File: src/rtl/sargantana_itag_ctrl_pkg.sv
// Shared types and default geometry for the instruction-cache tag controller.
package sargantana_icache_pkg;

  localparam int ICACHE_N_WAY_DEF = 4;
  localparam int TAG_DEPTH_DEF    = 64;
  localparam int TAG_WIDHT_DEF    = 20;

  typedef enum logic [1:0] {
    IDLE,
    CMP,
    MISS_WAIT,
    WRITE
  } itag_state_e;

endpackage

File: src/rtl/sargantana_itag_ctrl_if.sv
// Tag-memory request/response bus between the tag controller and the tag arrays.
interface sargantana_itag_ctrl_if #(
  parameter int ICACHE_N_WAY   = 4,
  parameter int TAG_ADDR_WIDHT = 6,
  parameter int TAG_WIDHT      = 20
);

  logic [ICACHE_N_WAY-1:0]                tmem_req_o;
  logic                                   tmem_we_o;
  logic                                   tmem_vbit_o;
  logic                                   tmem_flush_o;
  logic [TAG_WIDHT-1:0]                   tmem_data_o;
  logic [TAG_ADDR_WIDHT-1:0]              tmem_addr_o;
  logic [ICACHE_N_WAY-1:0][TAG_WIDHT-1:0] tmem_tag_i;
  logic [ICACHE_N_WAY-1:0]                tmem_vbit_i;

  modport master (
    output tmem_req_o, tmem_we_o, tmem_vbit_o, tmem_flush_o, tmem_data_o, tmem_addr_o,
    input  tmem_tag_i, tmem_vbit_i
  );

  modport slave (
    input  tmem_req_o, tmem_we_o, tmem_vbit_o, tmem_flush_o, tmem_data_o, tmem_addr_o,
    output tmem_tag_i, tmem_vbit_i
  );

endinterface

File: src/rtl/sargantana_itag_ctrl_victim_sel.sv
// Miss victim choice: lowest invalid way first, otherwise a round-robin pointer
// that only advances once the way it chose has actually been written.
module sargantana_itag_victim_sel #(
  parameter int ICACHE_N_WAY = 4
) (
  input  logic                    clk_i,
  input  logic                    rstn_i,
  input  logic [ICACHE_N_WAY-1:0] vbit_i,
  input  logic                    capture_i,
  input  logic                    commit_i,
  output logic [ICACHE_N_WAY-1:0] victim_o
);

  localparam int PTR_W = (ICACHE_N_WAY > 1) ? $clog2(ICACHE_N_WAY) : 1;

  logic [PTR_W-1:0]        rr_q, rr_d;
  logic                    rr_used_q, rr_used_d;
  logic [ICACHE_N_WAY-1:0] invalid_oh;
  logic [ICACHE_N_WAY-1:0] rr_oh;
  logic                    any_invalid;

  // NOTE: every signal written in always_comb gets a default first, so no path leaves it unassigned and no latch is inferred.
  always_comb begin
    invalid_oh  = '0;
    any_invalid = 1'b0;
    for (int w = 0; w < ICACHE_N_WAY; w++) begin
      if (!vbit_i[w] && !any_invalid) begin
        invalid_oh[w] = 1'b1;
        any_invalid   = 1'b1;
      end
    end
    rr_oh        = '0;
    rr_oh[rr_q]  = 1'b1;
    victim_o     = any_invalid ? invalid_oh : rr_oh;
  end

  always_comb begin
    rr_used_d = capture_i ? !any_invalid : rr_used_q;
    rr_d      = rr_q;
    if (commit_i && rr_used_q) begin
      rr_d = (rr_q == PTR_W'(ICACHE_N_WAY - 1)) ? '0 : rr_q + 1'b1;
    end
  end

  // NOTE: sequential state uses non-blocking assignments so every register samples pre-edge values.
  always_ff @(posedge clk_i) begin
    if (!rstn_i) begin
      rr_q      <= '0;
      rr_used_q <= 1'b0;
    end else begin
      rr_q      <= rr_d;
      rr_used_q <= rr_used_d;
    end
  end

endmodule

File: src/rtl/sargantana_itag_ctrl.sv
// Instruction-cache tag controller: tag lookup, hit/victim reporting and
// victim tag commit once the refill data has landed.
module sargantana_itag_ctrl
  import sargantana_icache_pkg::*;
#(
  parameter int ICACHE_N_WAY   = ICACHE_N_WAY_DEF,
  parameter int TAG_DEPTH      = TAG_DEPTH_DEF,
  parameter int TAG_ADDR_WIDHT = $clog2(TAG_DEPTH),
  parameter int TAG_WIDHT      = TAG_WIDHT_DEF
) (
  input  logic                      clk_i,
  input  logic                      rstn_i,
  input  logic                      flush_i,
  input  logic                      lookup_valid_i,
  output logic                      lookup_ready_o,
  input  logic [TAG_ADDR_WIDHT-1:0] lookup_idx_i,
  input  logic [TAG_WIDHT-1:0]      lookup_tag_i,
  output logic                      resp_valid_o,
  output logic                      resp_hit_o,
  output logic [ICACHE_N_WAY-1:0]   resp_way_o,
  input  logic                      refill_done_i,
  sargantana_itag_ctrl_if.master    tmem
);

  itag_state_e               state_q, state_d;
  logic [TAG_ADDR_WIDHT-1:0] idx_q, idx_d;
  logic [TAG_WIDHT-1:0]      tag_q, tag_d;
  logic [ICACHE_N_WAY-1:0]   victim_q, victim_d;

  logic [ICACHE_N_WAY-1:0]   hit_vec, hit_oh, victim_oh;
  logic                      hit;
  logic                      accept, in_cmp, in_write;

  // Flush and reset both mask every request and response output.
  assign lookup_ready_o = rstn_i && !flush_i && (state_q == IDLE);
  assign accept         = lookup_valid_i && lookup_ready_o;
  assign in_cmp         = rstn_i && !flush_i && (state_q == CMP);
  assign in_write       = rstn_i && !flush_i && (state_q == WRITE);

  always_comb begin
    hit_oh = '0;
    hit    = 1'b0;
    for (int w = 0; w < ICACHE_N_WAY; w++) begin
      hit_vec[w] = tmem.tmem_vbit_i[w] && (tmem.tmem_tag_i[w] == tag_q);
      if (hit_vec[w] && !hit) begin
        hit_oh[w] = 1'b1;
        hit       = 1'b1;
      end
    end
  end

  sargantana_itag_victim_sel #(
    .ICACHE_N_WAY (ICACHE_N_WAY)
  ) u_victim_sel (
    .clk_i     (clk_i),
    .rstn_i    (rstn_i),
    .vbit_i    (tmem.tmem_vbit_i),
    .capture_i (in_cmp && !hit),
    .commit_i  (in_write),
    .victim_o  (victim_oh)
  );

  always_comb begin
    tmem.tmem_req_o   = '0;
    tmem.tmem_we_o    = 1'b0;
    tmem.tmem_vbit_o  = 1'b0;
    tmem.tmem_flush_o = rstn_i && flush_i;
    tmem.tmem_data_o  = '0;
    tmem.tmem_addr_o  = '0;
    resp_valid_o      = 1'b0;
    resp_hit_o        = 1'b0;
    resp_way_o        = '0;
    if (accept) begin
      tmem.tmem_req_o  = '1;
      tmem.tmem_addr_o = lookup_idx_i;
    end
    if (in_cmp) begin
      resp_valid_o = 1'b1;
      resp_hit_o   = hit;
      resp_way_o   = hit ? hit_oh : victim_oh;
    end
    if (in_write) begin
      tmem.tmem_req_o  = victim_q;
      tmem.tmem_we_o   = 1'b1;
      tmem.tmem_vbit_o = 1'b1;
      tmem.tmem_data_o = tag_q;
      tmem.tmem_addr_o = idx_q;
    end
  end

  always_comb begin
    state_d  = state_q;
    idx_d    = idx_q;
    tag_d    = tag_q;
    victim_d = victim_q;
    if (flush_i) begin
      state_d = IDLE;
    end else begin
      unique case (state_q)
        IDLE: begin
          if (lookup_valid_i) begin
            idx_d   = lookup_idx_i;
            tag_d   = lookup_tag_i;
            state_d = CMP;
          end
        end
        CMP: begin
          if (hit) begin
            state_d = IDLE;
          end else begin
            victim_d = victim_oh;
            state_d  = MISS_WAIT;
          end
        end
        MISS_WAIT: if (refill_done_i) state_d = WRITE;
        WRITE:     state_d = IDLE;
        default:   state_d = IDLE;
      endcase
    end
  end

  always_ff @(posedge clk_i) begin
    if (!rstn_i) begin
      state_q  <= IDLE;
      idx_q    <= '0;
      tag_q    <= '0;
      victim_q <= '0;
    end else begin
      state_q  <= state_d;
      idx_q    <= idx_d;
      tag_q    <= tag_d;
      victim_q <= victim_d;
    end
  end

endmodule
File: src/flat_wrapper.sv
// flat-port wrapper written by rule: the top's interface ports become plain ports
module sargantana_itag_ctrl_flat import sargantana_icache_pkg::*;
#(
  parameter int ICACHE_N_WAY   = ICACHE_N_WAY_DEF,
  parameter int TAG_DEPTH      = TAG_DEPTH_DEF,
  parameter int TAG_ADDR_WIDHT = $clog2(TAG_DEPTH),
  parameter int TAG_WIDHT      = TAG_WIDHT_DEF
)
  (clk_i, rstn_i, flush_i, lookup_valid_i, lookup_ready_o, lookup_idx_i, lookup_tag_i, resp_valid_o, resp_hit_o, resp_way_o, refill_done_i, tmem_tmem_req_o, tmem_tmem_we_o, tmem_tmem_vbit_o, tmem_tmem_flush_o, tmem_tmem_data_o, tmem_tmem_addr_o, tmem_tmem_tag_i, tmem_tmem_vbit_i);
  sargantana_itag_ctrl_if #(.ICACHE_N_WAY(ICACHE_N_WAY), .TAG_ADDR_WIDHT(TAG_ADDR_WIDHT), .TAG_WIDHT(TAG_WIDHT)) tmem_i ();
  input  logic clk_i;
  input  logic rstn_i;
  input  logic flush_i;
  input  logic lookup_valid_i;
  output logic lookup_ready_o;
  input  logic [TAG_ADDR_WIDHT-1:0] lookup_idx_i;
  input  logic [TAG_WIDHT-1:0] lookup_tag_i;
  output logic resp_valid_o;
  output logic resp_hit_o;
  output logic [ICACHE_N_WAY-1:0] resp_way_o;
  input  logic refill_done_i;
  output wire logic [$bits(tmem_i.tmem_req_o)-1:0] tmem_tmem_req_o;
  output wire logic [$bits(tmem_i.tmem_we_o)-1:0] tmem_tmem_we_o;
  output wire logic [$bits(tmem_i.tmem_vbit_o)-1:0] tmem_tmem_vbit_o;
  output wire logic [$bits(tmem_i.tmem_flush_o)-1:0] tmem_tmem_flush_o;
  output wire logic [$bits(tmem_i.tmem_data_o)-1:0] tmem_tmem_data_o;
  output wire logic [$bits(tmem_i.tmem_addr_o)-1:0] tmem_tmem_addr_o;
  input wire logic [$bits(tmem_i.tmem_tag_i)-1:0] tmem_tmem_tag_i;
  input wire logic [$bits(tmem_i.tmem_vbit_i)-1:0] tmem_tmem_vbit_i;
  assign tmem_tmem_req_o = tmem_i.tmem_req_o;
  assign tmem_tmem_we_o = tmem_i.tmem_we_o;
  assign tmem_tmem_vbit_o = tmem_i.tmem_vbit_o;
  assign tmem_tmem_flush_o = tmem_i.tmem_flush_o;
  assign tmem_tmem_data_o = tmem_i.tmem_data_o;
  assign tmem_tmem_addr_o = tmem_i.tmem_addr_o;
  assign tmem_i.tmem_tag_i = tmem_tmem_tag_i;
  assign tmem_i.tmem_vbit_i = tmem_tmem_vbit_i;
  sargantana_itag_ctrl #(.ICACHE_N_WAY(ICACHE_N_WAY), .TAG_DEPTH(TAG_DEPTH), .TAG_ADDR_WIDHT(TAG_ADDR_WIDHT), .TAG_WIDHT(TAG_WIDHT)) u_core (.clk_i(clk_i), .rstn_i(rstn_i), .flush_i(flush_i), .lookup_valid_i(lookup_valid_i), .lookup_ready_o(lookup_ready_o), .lookup_idx_i(lookup_idx_i), .lookup_tag_i(lookup_tag_i), .resp_valid_o(resp_valid_o), .resp_hit_o(resp_hit_o), .resp_way_o(resp_way_o), .refill_done_i(refill_done_i), .tmem(tmem_i));
endmodule
File: config.mk
export PLATFORM = sky130hd
export DESIGN_NAME = sargantana_itag_ctrl_flat
export DESIGN_NICKNAME = d
export VERILOG_FILES = /design/src/rtl/sargantana_itag_ctrl_pkg.sv /design/src/rtl/sargantana_itag_ctrl_if.sv /design/src/rtl/sargantana_itag_ctrl_victim_sel.sv /design/src/rtl/sargantana_itag_ctrl.sv /design/src/flat_wrapper.sv
export SDC_FILE = /design/constraint.sdc
export NUM_CORES = 1
export LEC_CHECK = 0
export BUFFER_PORTS_ARGS = -buffer_cell sky130_fd_sc_hd__buf_2
export CAP_MARGIN = 15
export CORE_MARGIN = 4
export CORE_UTILIZATION = 35
export CTS_CLUSTER_SIZE = 8
export DETAILED_ROUTE_END_ITERATION = 16
export PLACE_DENSITY = 0.64
export SLEW_MARGIN = 25
export SYNTH_ARGS = -nofsm -noshare
export SYNTH_HDL_FRONTEND = slang
export SYNTH_HIERARCHICAL = 1
export SYNTH_SLANG_ARGS = --single-unit
File: constraint.sdc
create_clock -name clk_i -period 2.3 [get_ports clk_i]
set_input_delay 0.115 -clock clk_i [delete_from_list [all_inputs] [get_ports clk_i]]
set_output_delay 0.115 -clock clk_i [all_outputs]
set_load 0.05 [all_outputs]
### Yosys cells after proc, flatten, opt, wreduce, memory -nomap -nowiden

Cells that the tools add are included.

| storage, ports and cells | value |
|---|---|
| word-level logic and storage cells | 89 |
| memories kept | 0 |
| register bits after elaboration | 35 |
| latch bits | 0 |
| input bits | 115 |
| memory bits (writable) | 0 |
| ROM bits | 0 |

| cells by class | value |
|---|---|
| $mul | 0 |
| divide/modulo/power cells | 0 |
| bitwise logic cells | 3 |
| equal/unequal tests | 10 |
| $lt $le $gt $ge | 2 |
| reduce and logical (&&, ||, !) cells | 35 |
| $add $sub $neg | 1 |
| mux-type cells | 32 |
| shift operators | 0 |

Operator list:

| cell | number |
|---|---|
| == test 20 bit | 4 |
| 2-to-1 mux 20 bit | 1 |
| 2-to-1 mux 4 bit | 5 |
| logical AND 1 bit | 19 |
| 2-to-1 mux 1 bit | 18 |
| 2-to-1 mux 6 bit | 2 |
| zero test 1 bit | 11 |
| 2-to-1 mux 2 bit | 4 |
| case mux 2 bit (4 select lines) | 1 |
| == test 2 bit (second input constant) | 3 |
| AND reduction 3 bit | 2 |
| inequality test 2 bit (second input constant) | 2 |
| less-than comparator 2 x 3 -> 1 bit (second input constant) | 1 |
| inverter 1 bit | 3 |
| adder 2 x 1 -> 2 bit (second input constant) | 1 |
| demux 1 bit (select 2 bit) | 1 |
| == test 2 x 1 -> 1 bit (second input constant) | 1 |
| greater-or-equal comparator 2 x 1 -> 1 bit (second input constant) | 1 |
| zero test 2 bit | 1 |
| AND reduction 2 bit | 1 |
| OR reduction 2 bit | 1 |

### Depth between registers and ports, before layout

Gate-level depths: netlist (run 1).

| depth | value |
|---|---|
| depth after elaboration | 14 |
| depth in mapped cells | 10 |

### Modules after synthesis

The synthesis (run 1) kept the hierarchy.

By module, submodules not included:

| module | cells each | instances | area an instance (µm²) | seq. area each (µm²) |
|---|---|---|---|---|
| sargantana_itag_ctrl | 335 | 1 | 2,648.8 | 640.6 |
| sargantana_itag_victim_sel | 30 | 1 | 239.0 | 60.1 |

### Worst setup path before layout (run 1)

Ideal clock, no wire load.

| path | value |
|---|---|
| kind | flip-flop to output port |
| start | register with a tool-made name |
| end | output resp_way_o[2] |
| setup slack | -0.044 ns |
| data required time | 2.185 ns |
| stages on the path, launching flop included | 7 |
| data arrival time | 2.229 ns |
| path buffers | 1 |
| cells stage by stage | dfxtp_1 clkbuf_1 nand2b_1 or2_2 inv_1 nand3_1 a21oi_1 |

RTL lines:

| what | RTL line | RTL |
|---|---|---|
| end, declared | flat_wrapper.sv:20 | `output logic [ICACHE_N_WAY-1:0] resp_way_o;` |

### Worst setup path after layout (run 1)

| path | value |
|---|---|
| start | register u_core.tag_q[3] |
| end | output resp_way_o[3] |

| on the way | value |
|---|---|
| cells in the longest elaborated chain, start to end | 14 |
| elaborated cells on any way between the ends | 21 |

Ends and longest elaborated chain:

| what | RTL line | RTL |
|---|---|---|
| start, declared | sargantana_itag_ctrl.sv:27 | `logic [TAG_WIDHT-1:0] tag_q, tag_d;` |
| start signal, assigned | sargantana_itag_ctrl.sv:131 | `tag_q <= tag_d;` |
| == test 20 bit | sargantana_itag_ctrl.sv:44 | `hit_vec[w] = tmem.tmem_vbit_i[w] && (tmem.tmem_tag_i[w] == tag_q);` |
| logical AND 1 bit | sargantana_itag_ctrl.sv:44 |  |
| 2-to-1 mux 1 bit | sargantana_itag_ctrl.sv:45 | `if (hit_vec[w] && !hit) begin` |
| zero test 1 bit | sargantana_itag_ctrl.sv:45 |  |
| logical AND 1 bit | sargantana_itag_ctrl.sv:45 |  |
| 2-to-1 mux 1 bit | sargantana_itag_ctrl.sv:45 |  |
| zero test 1 bit | sargantana_itag_ctrl.sv:45 |  |
| logical AND 1 bit | sargantana_itag_ctrl.sv:45 |  |
| 2-to-1 mux 1 bit | sargantana_itag_ctrl.sv:45 |  |
| zero test 1 bit | sargantana_itag_ctrl.sv:45 |  |
| logical AND 1 bit | sargantana_itag_ctrl.sv:45 |  |
| 2-to-1 mux 1 bit | sargantana_itag_ctrl.sv:45 |  |
| 2-to-1 mux 4 bit (*) | sargantana_itag_ctrl.sv:80 | `resp_way_o = hit ? hit_oh : victim_oh;` |
| 2-to-1 mux 4 bit (*) | sargantana_itag_ctrl.sv:77 | `if (in_cmp) begin` |

Mark *: on every way between the ends. The rest lies on a longest branch, timed or not.

==> summary.md, run 1 <==
| Metric | Value |
|---|---|
| Yosys warns | `6` |
| Relative slew slack | `55.3%` |
| Register Area | `757 um^2` |
| Area of the core | `7890 um^2` |
| Max incr delay on CP | `0.37 ns` |
| Run status | `finished clean` |
| Hold slack | `0.0603 ns` |
| TNS Setup | `0 ns` |
| 1st-iter DRT viols | `117` |
| Mapped Avg Cell Area | `7.91 um^2` |
| Antenna diodes | `0` |
| Boundary pin count | `155` |
| Largest area contributor in the netlist | `dfxtp_1` |
| Crit path buffers/inverters | `3` |
| Slowest-stage cell, CP | `dfxtp_4` |
| CTS tree | `done` |
| # hold bufs at CTS | `0` |
| Final Setup Violations | `0` |
| Clock tree buffer depth | `2` |
| Vias in the first global route | `3036` |
| Chip height | `98.8 um` |
| RSZ-0062 raised after global routing | `true` |
| WP data required | `2.18 ns` |
| Worst setup EP type | `output pin` |
| Hold wc startpoint | `lookup_tag_i[13]` |
| Post-Route WL | `10.2 mm` |
| Final hold violation count | `0` |
| Crit-path max FO | `5` |
| Crit. Startpoint | `u_core/tag_q[3]` |
| DR DRC count | `0` |
| LEAKAGE | `1.76 nW` |
| IO buf count | `154` |
| Crit Reg-Reg Startpoint | `u_core/tag_q[19]` |
| Setup Skew | `0.0139 ns` |
| Syn_nets | `484` |
| Post-synth top area share | `24.3%` |
| Synthesized area | `2890 um^2` |
| Critical-path cell list | `buf_4 -> xnor2_1 -> nand3_1 -> nor4_2 -> nand4_1 -> buf_4 -> nand3_1 -> nor2_1 -> buf_4` |
| Via Count | `2977` |
| Overflow after GRT | `0` |
| Peak VDD IR | `0.185 mV` |
| Vias per cell | `4.90` |
| Final-stage net count | `626` |
| Worst-skew pair later-pin latency | `0.29 ns` |
| First drt pass iteration count | `4` |
| Worst path most repeated cell | `buf_4` |
| Period utilization | `98.0%` |
| Total CTS buffers | `5` |
| Actual slew at the worst max-slew pin | `0.670 ns` |
| Area of the multi-input gates | `2020 um^2` |
| Count of different cell masters after synthesis | `36` |
| H-Tree Depth | `2` |
| Seq/Total Area, Yosys | `24.3%` |
| Clk pin slew, worst setup/hold paths | `0.08 ns` |
| Routed Antenna Nets | `0` |
| Tmin final | `2.25 ns` |
| Wire per inst | `16.8 um` |
| Fraction of layout cells with a size suffix above 1 | `43.9%` |
| Hold crit path type | `in2reg` |
| Initial antenna violation count | `2` |
| Die area | `9770 um^2` |
| Yosys reg bits | `35` |
| Area Overhead vs Synth | `36.6%` |
| Rows | `32` |
| Largest net degree at the start of global routing | `42` |
| Setup slack, reg-to-reg | `0.29 ns` |
| Gp weighted congestion | `0.885` |
| HPWL Detailed | `8.15 mm` |
| Root Driver | `clkbuf_8` |
| Fin. max-slew vios | `0` |
| Largest delay share family, worst path | `simple AND/OR/NAND/NOR gates` |
| PwrDens | `386 nW/um^2` |
| Crit Path Class | `reg2out` |
| CTS Sinks | `35` |
| Maximum clock rate | `444 MHz` |
| Filler cells | `792` |
| First-pass GRT wire length | `16.0 mm` |
| Post-synthesis cell count | `365` |
| Initial core utilization | `36.6%` |
| Crit path launch type | `flip-flop` |
| Largest cells by area after synthesis | `dfxtp_1, xnor2_1, nand2_1` |
| Worst Path Arrival | `2.14 ns` |
| DIE WIDTH | `98.8 um` |
| Global Route Usage Sum | `20.7%` |
| Max-Cap Viols | `0` |
## metrics by stage
| stage | instance area [um^2] | cells | setup WS, ns | util (%) | total power [W] |
|---|---|---|---|---|---|
| after floorplan | 2890 | 365 | 0.0310 | - | 0.000924 |
| after global placement | 3660 | 596 | 0.0107 | 46.4 | 0.00109 |
| after detailed placement | 3660 | 596 | 0.0155 | 46.4 | 0.00109 |
| after CTS | 3810 | 603 | 0.0000124 | 48.4 | 0.00153 |
| after global routing | 3950 | 608 | -0.0294 | 50.0 | 0.00161 |
| final | 3950 | 608 | 0.0468 | 50.0 | 0.00152 |
## cell usage after synthesis (all sizes together)
library cell and count:
nand2 76, xnor2 64, dfxtp 35, a21boi 28, and2 24, buf 22
nand4 17, xor2 16, clkbuf 14, inv 9, nor4 8, a21oi 7
nand3 7, a22o 6, mux2i 5, ha 4, nor2 4, nand2b 3
o21ai 3, and3 2, nand3b 2, nor3 2, o21a 2, and4bb 1
nor4b 1, o22ai 1, or2 1, or4b 1
## path summary, 6_finish.rpt
| path | to | depth (start not counted) |
|---|---|---|
| setup reg to reg | u_core/u_victim_sel/rr_used_q | 10 |
| hold reg to reg | u_core/idx_q[1] | 2 |
| hold / removal | u_core/tag_q[13] | 3 |
| setup / recovery | resp_way_o[3] | 9 |
## registers in the layout, summed over array words and instances (netlist names), named ones only
signal	count
u_core/tag_q	20
u_core/u_victim_sel/rr_q	2
u_core/u_victim_sel/rr_used_q	1
u_core/idx_q	6
u_core/victim_q	4
u_core/state_q	1
## cells by family after synthesis
logic type / count (synthesis) / synth area share [%]
simple gates: 149 / 26.1
xor+xnor: 80 / 25.3
compound gates: 47 / 11.6
buf+inv: 45 / 9.27
flops: 35 / 24.3
mux: 5 / 1.73
fa+ha+maj: 4 / 1.73
## per-layer routing
metal	up-vias	routed length (um)	global-route usage [%]
met5	-	21	0
met1	1365	4290	26.0
met4	4	182	6.72
met2	121	4840	34.2
li1	1469	-	-
met3	18	881	5.66
## cell type report
type / instances / area share, %
clock inverter: 1 / 0.190
clock buffer: 5 / 1.74
sequential: 35 / 19.2
inverter: 9 / 0.856
tap: 102 / 3.24
timing repair buffer: 171 / 23.5
multi-input combinational: 285 / 51.3
## report_power, final
part / internal [W] / switching (W)
logic: 0.000214 / 0.000207
registers: 0.000624 / 0.0000464
clock network: 0.000201 / 0.000230
## placed cells by master (no fill, tap or decap), types with 7 or more instances in the layout
| cell type | instances |
|---|---|
| and2_1 | 20 |
| inv_1 | 9 |
| dfxtp_4 | 13 |
| buf_2 | 149 |
| nand3_1 | 7 |
| xnor2_2 | 11 |
| xor2_1 | 16 |
| nand4_1 | 17 |
| xnor2_1 | 53 |
| buf_4 | 18 |
| a21boi_0 | 28 |
| nand2_1 | 76 |
| dfxtp_1 | 16 |
## worst min-delay path: cells and delay by family
| family | cells | cell delay (ns) |
|---|---|---|
| simple gates | 1 | 0.04 |
| compound gates | 1 | 0.06 |
| buf+inv | 1 | 0.09 |
## timing repair
action | 4_1_cts | 5_1_grt
resized for setup | 28 | 25
setup endpoints to repair | 5 | 5
setup buffers | 1 | 5
pin swaps | 1 | 10
Note: power is estimated with default switching activity, not from simulation.
==> inputs of run 2 (changes only) <==
==> constraint.sdc (replaced) <==
create_clock -name clk_i -period 2.3 [get_ports clk_i]
set_input_delay 0.46 -clock clk_i [delete_from_list [all_inputs] [get_ports clk_i]]
set_output_delay 0.46 -clock clk_i [all_outputs]
set_load 0.05 [all_outputs]
==> run 2 against run 1 <==
Against the previous run: the run now ends with negative setup slack left; fmax is 15% lower; global-route usage up 1.0 points; non-clock buffer count is 35 higher; clock power is 4% higher; sequential power decreased by 1%; design area grew 12%; first-iteration DRC count fell by 0.85%; critical endpoint is now resp_hit_o.
==> summary.md, run 2 (synthesis gave the netlist of run 1 again) <==
| Metric | Value |
|---|---|
| Routed Antenna Nets | `0` |
| Most flop-heavy register | `u_core/tag_q` |
| Gr busiest metal | `met2` |
| Crit Reg-Reg Startpoint | `u_core/tag_q[2]` |
| Clock tree buffer depth | `2` |
| Worst-skew pair later-pin latency | `0.29 ns` |
| IO buf count | `154` |
| Vias in the first global route | `3248` |
| LEAKAGE | `2.02 nW` |
| GRT met3 Usage | `4.25%` |
| Max-Cap Viols | `0` |
| H-Tree Depth | `2` |
| Relative slew slack | `56.8%` |
| Psw | `0.000510 W` |
| Area of the core | `7890 um^2` |
| M1 GR Usage | `28.0%` |
| Fraction of layout cells with a size suffix above 1 | `51.2%` |
| Crit path launch type | `flip-flop` |
| DR DRC count | `0` |
| Run status | `finished, violations left` |
| Largest delay share family, worst path | `simple AND/OR/NAND/NOR gates` |
| Root Driver | `clkbuf_8` |
| Crit. Startpoint | `u_core/tag_q[14]` |
| RSZ-0062 raised after global routing | `true` |
| Switching share of total power | `31.6%` |
| Vias per cell | `4.84` |
| Die area | `9770 um^2` |
| Antenna diodes | `0` |
| HPWL Detailed | `8.49 mm` |
| Final Setup Violations | `5` |
| PwrDens | `366 nW/um^2` |
| Worst path most repeated cell | `nand4_1` |
| CTS tree | `done` |
| Commonest non-fill, non-tap cell in the layout | `buf_2` |
| Setup ws final | `-0.366 ns` |
| Area Overhead vs Synth | `52.9%` |
| Wire per inst | `16.3 um` |
| Dpl cell area | `4020 um^2` |
| First-pass GRT wire length | `16.8 mm` |
| First drt pass iteration count | `4` |
| Failing checks | `negative setup slack` |
| Via Count | `3119` |
| DIE WIDTH | `98.8 um` |
| Total CTS buffers | `5` |
| Actual slew at the worst max-slew pin | `0.649 ns` |
| Most frequent cells in the layout | `buf_2, nand2_1, buf_4` |
| Fin. max-slew vios | `0` |
| Slowest-stage cell, CP | `dfxtp_4` |
| Clock power share | `27.8%` |
| Clk pin slew, worst setup/hold paths | `0.07 ns` |
| Hold wc startpoint | `lookup_tag_i[1]` |
| Peak VDD IR | `0.230 mV` |
| Chip height | `98.8 um` |
| Placed insts | `637` |
| Rows | `32` |
| Top Registers | `u_core/tag_q x20, u_core/idx_q x6, u_core/victim_q x4` |
| TNS Setup | `-1.60 ns` |
| Final hold violation count | `0` |
| Period utilization | `116%` |
| Crit path buffers/inverters | `2` |
| WP data required | `1.84 ns` |
| Final Instance Area | `4420 um^2` |
| Critical-path cell list | `buf_8 -> xnor2_4 -> nand4_1 -> nor4_2 -> nand4_1 -> and2_4 -> a21oi_2 -> buf_6` |
| Seq pwr share | `41.0%` |
| Crit-path max FO | `4` |
| Pint | `0.00111 W` |
| Worst setup EP type | `output pin` |
| Hold crit path type | `in2reg` |
| Largest net degree at the start of global routing | `42` |
| Crit Path Class | `reg2out` |
| # hold bufs at CTS | `0` |
| Global Route Usage Sum | `21.7%` |
| Number of flip-flops in the largest register | `20` |
| CTS Sinks | `35` |
| Final-stage net count | `661` |
| Logic pwr share | `31.3%` |
| Tmin final | `2.67 ns` |
| Initial antenna violation count | `0` |
| Worst Path Arrival | `2.21 ns` |
| Max incr delay on CP | `0.37 ns` |
| Finished Layout Cells | `645` |
| Boundary pin count | `155` |
| Maximum clock rate | `375 MHz` |
| 1st-iter DRT viols | `116` |
| Met2 usage | `37.2%` |
| Overflow after GRT | `0` |
| Initial core utilization | `36.6%` |
| Gp weighted congestion | `0.943` |
| Post-Route WL | `10.5 mm` |
| Setup Skew | `0.00326 ns` |
==> run 2: per-layer routing <==
layer	part of all wire (%)	up-vias
li1	-	1543
met1	43	1446
met2	49	117
met3	5.7	13
met4	1.8	0
met5	0	-
==> run 2: final cells by class <==
type,instances,area (um^2)
clock inverter,2,12.5
tap,102,128
sequential,35,741
clock buffer,6,72.6
inverter,9,37.5
timing repair buffer,206,1230
multi-input combinational,285,2190
fill,782,3470
==> run 2: per-stage QoR <==
step / util [%] / power [W] / setup WS [ns] / hold WS (ns)
after global placement: 50.9 / 0.00113 / -0.444 / 0.447
after detailed placement: 50.9 / 0.00114 / -0.466 / 0.458
after CTS: 54.3 / 0.00161 / -0.345 / 0.402
after global routing: 56.0 / 0.00171 / -0.435 / 0.408
final: 56.0 / 0.00162 / -0.366 / 0.405
after floorplan: - / 0.000926 / -0.0710 / 0.435
==> run 2: timing repair <==
item / 4_1_cts / 5_1_grt
endpoints found under the setup margin: 10 / 15
buffers inserted: 2 / 0
pin swaps: 20 / 21
resized for setup: 43 / 35
cloned: 0 / 0
==> run 2: worst paths after layout <==
| kind | to | cells after the start | slack (ns) |
|---|---|---|---|
| worst min-delay path | u_core/tag_q[1] | 3 | 0.40 |
| worst min register to register | u_core/victim_q[1] | 2 | 0.46 |
| worst max register to register | u_core/victim_q[3] | 10 | 0.15 |
| worst max-delay path | resp_hit_o | 8 | -0.37 |
==> run 2: worst register-to-register path: stages (launching register included) <==
cell	delay [ns]
dfxtp_2	0.33
buf_4	0.14
xnor2_1	0.14
nand4_1	0.18
nor4_2	0.26
buf_4	0.16
nand4_1	0.17
and2_4	0.23
buf_4	0.13
and3_4	0.19
mux2i_1	0.13
==> run 2: power groups by stage <==
stage | registers, W | clock network (W) | logic, W
floorplan | 0.000651 | 0 | 0.000275
global placement | 0.000672 | 0 | 0.000460
detailed placement | 0.000673 | 0 | 0.000467
CTS | 0.000659 | 0.000464 | 0.000490
global route | 0.000666 | 0.000493 | 0.000551
finish | 0.000662 | 0.000448 | 0.000505
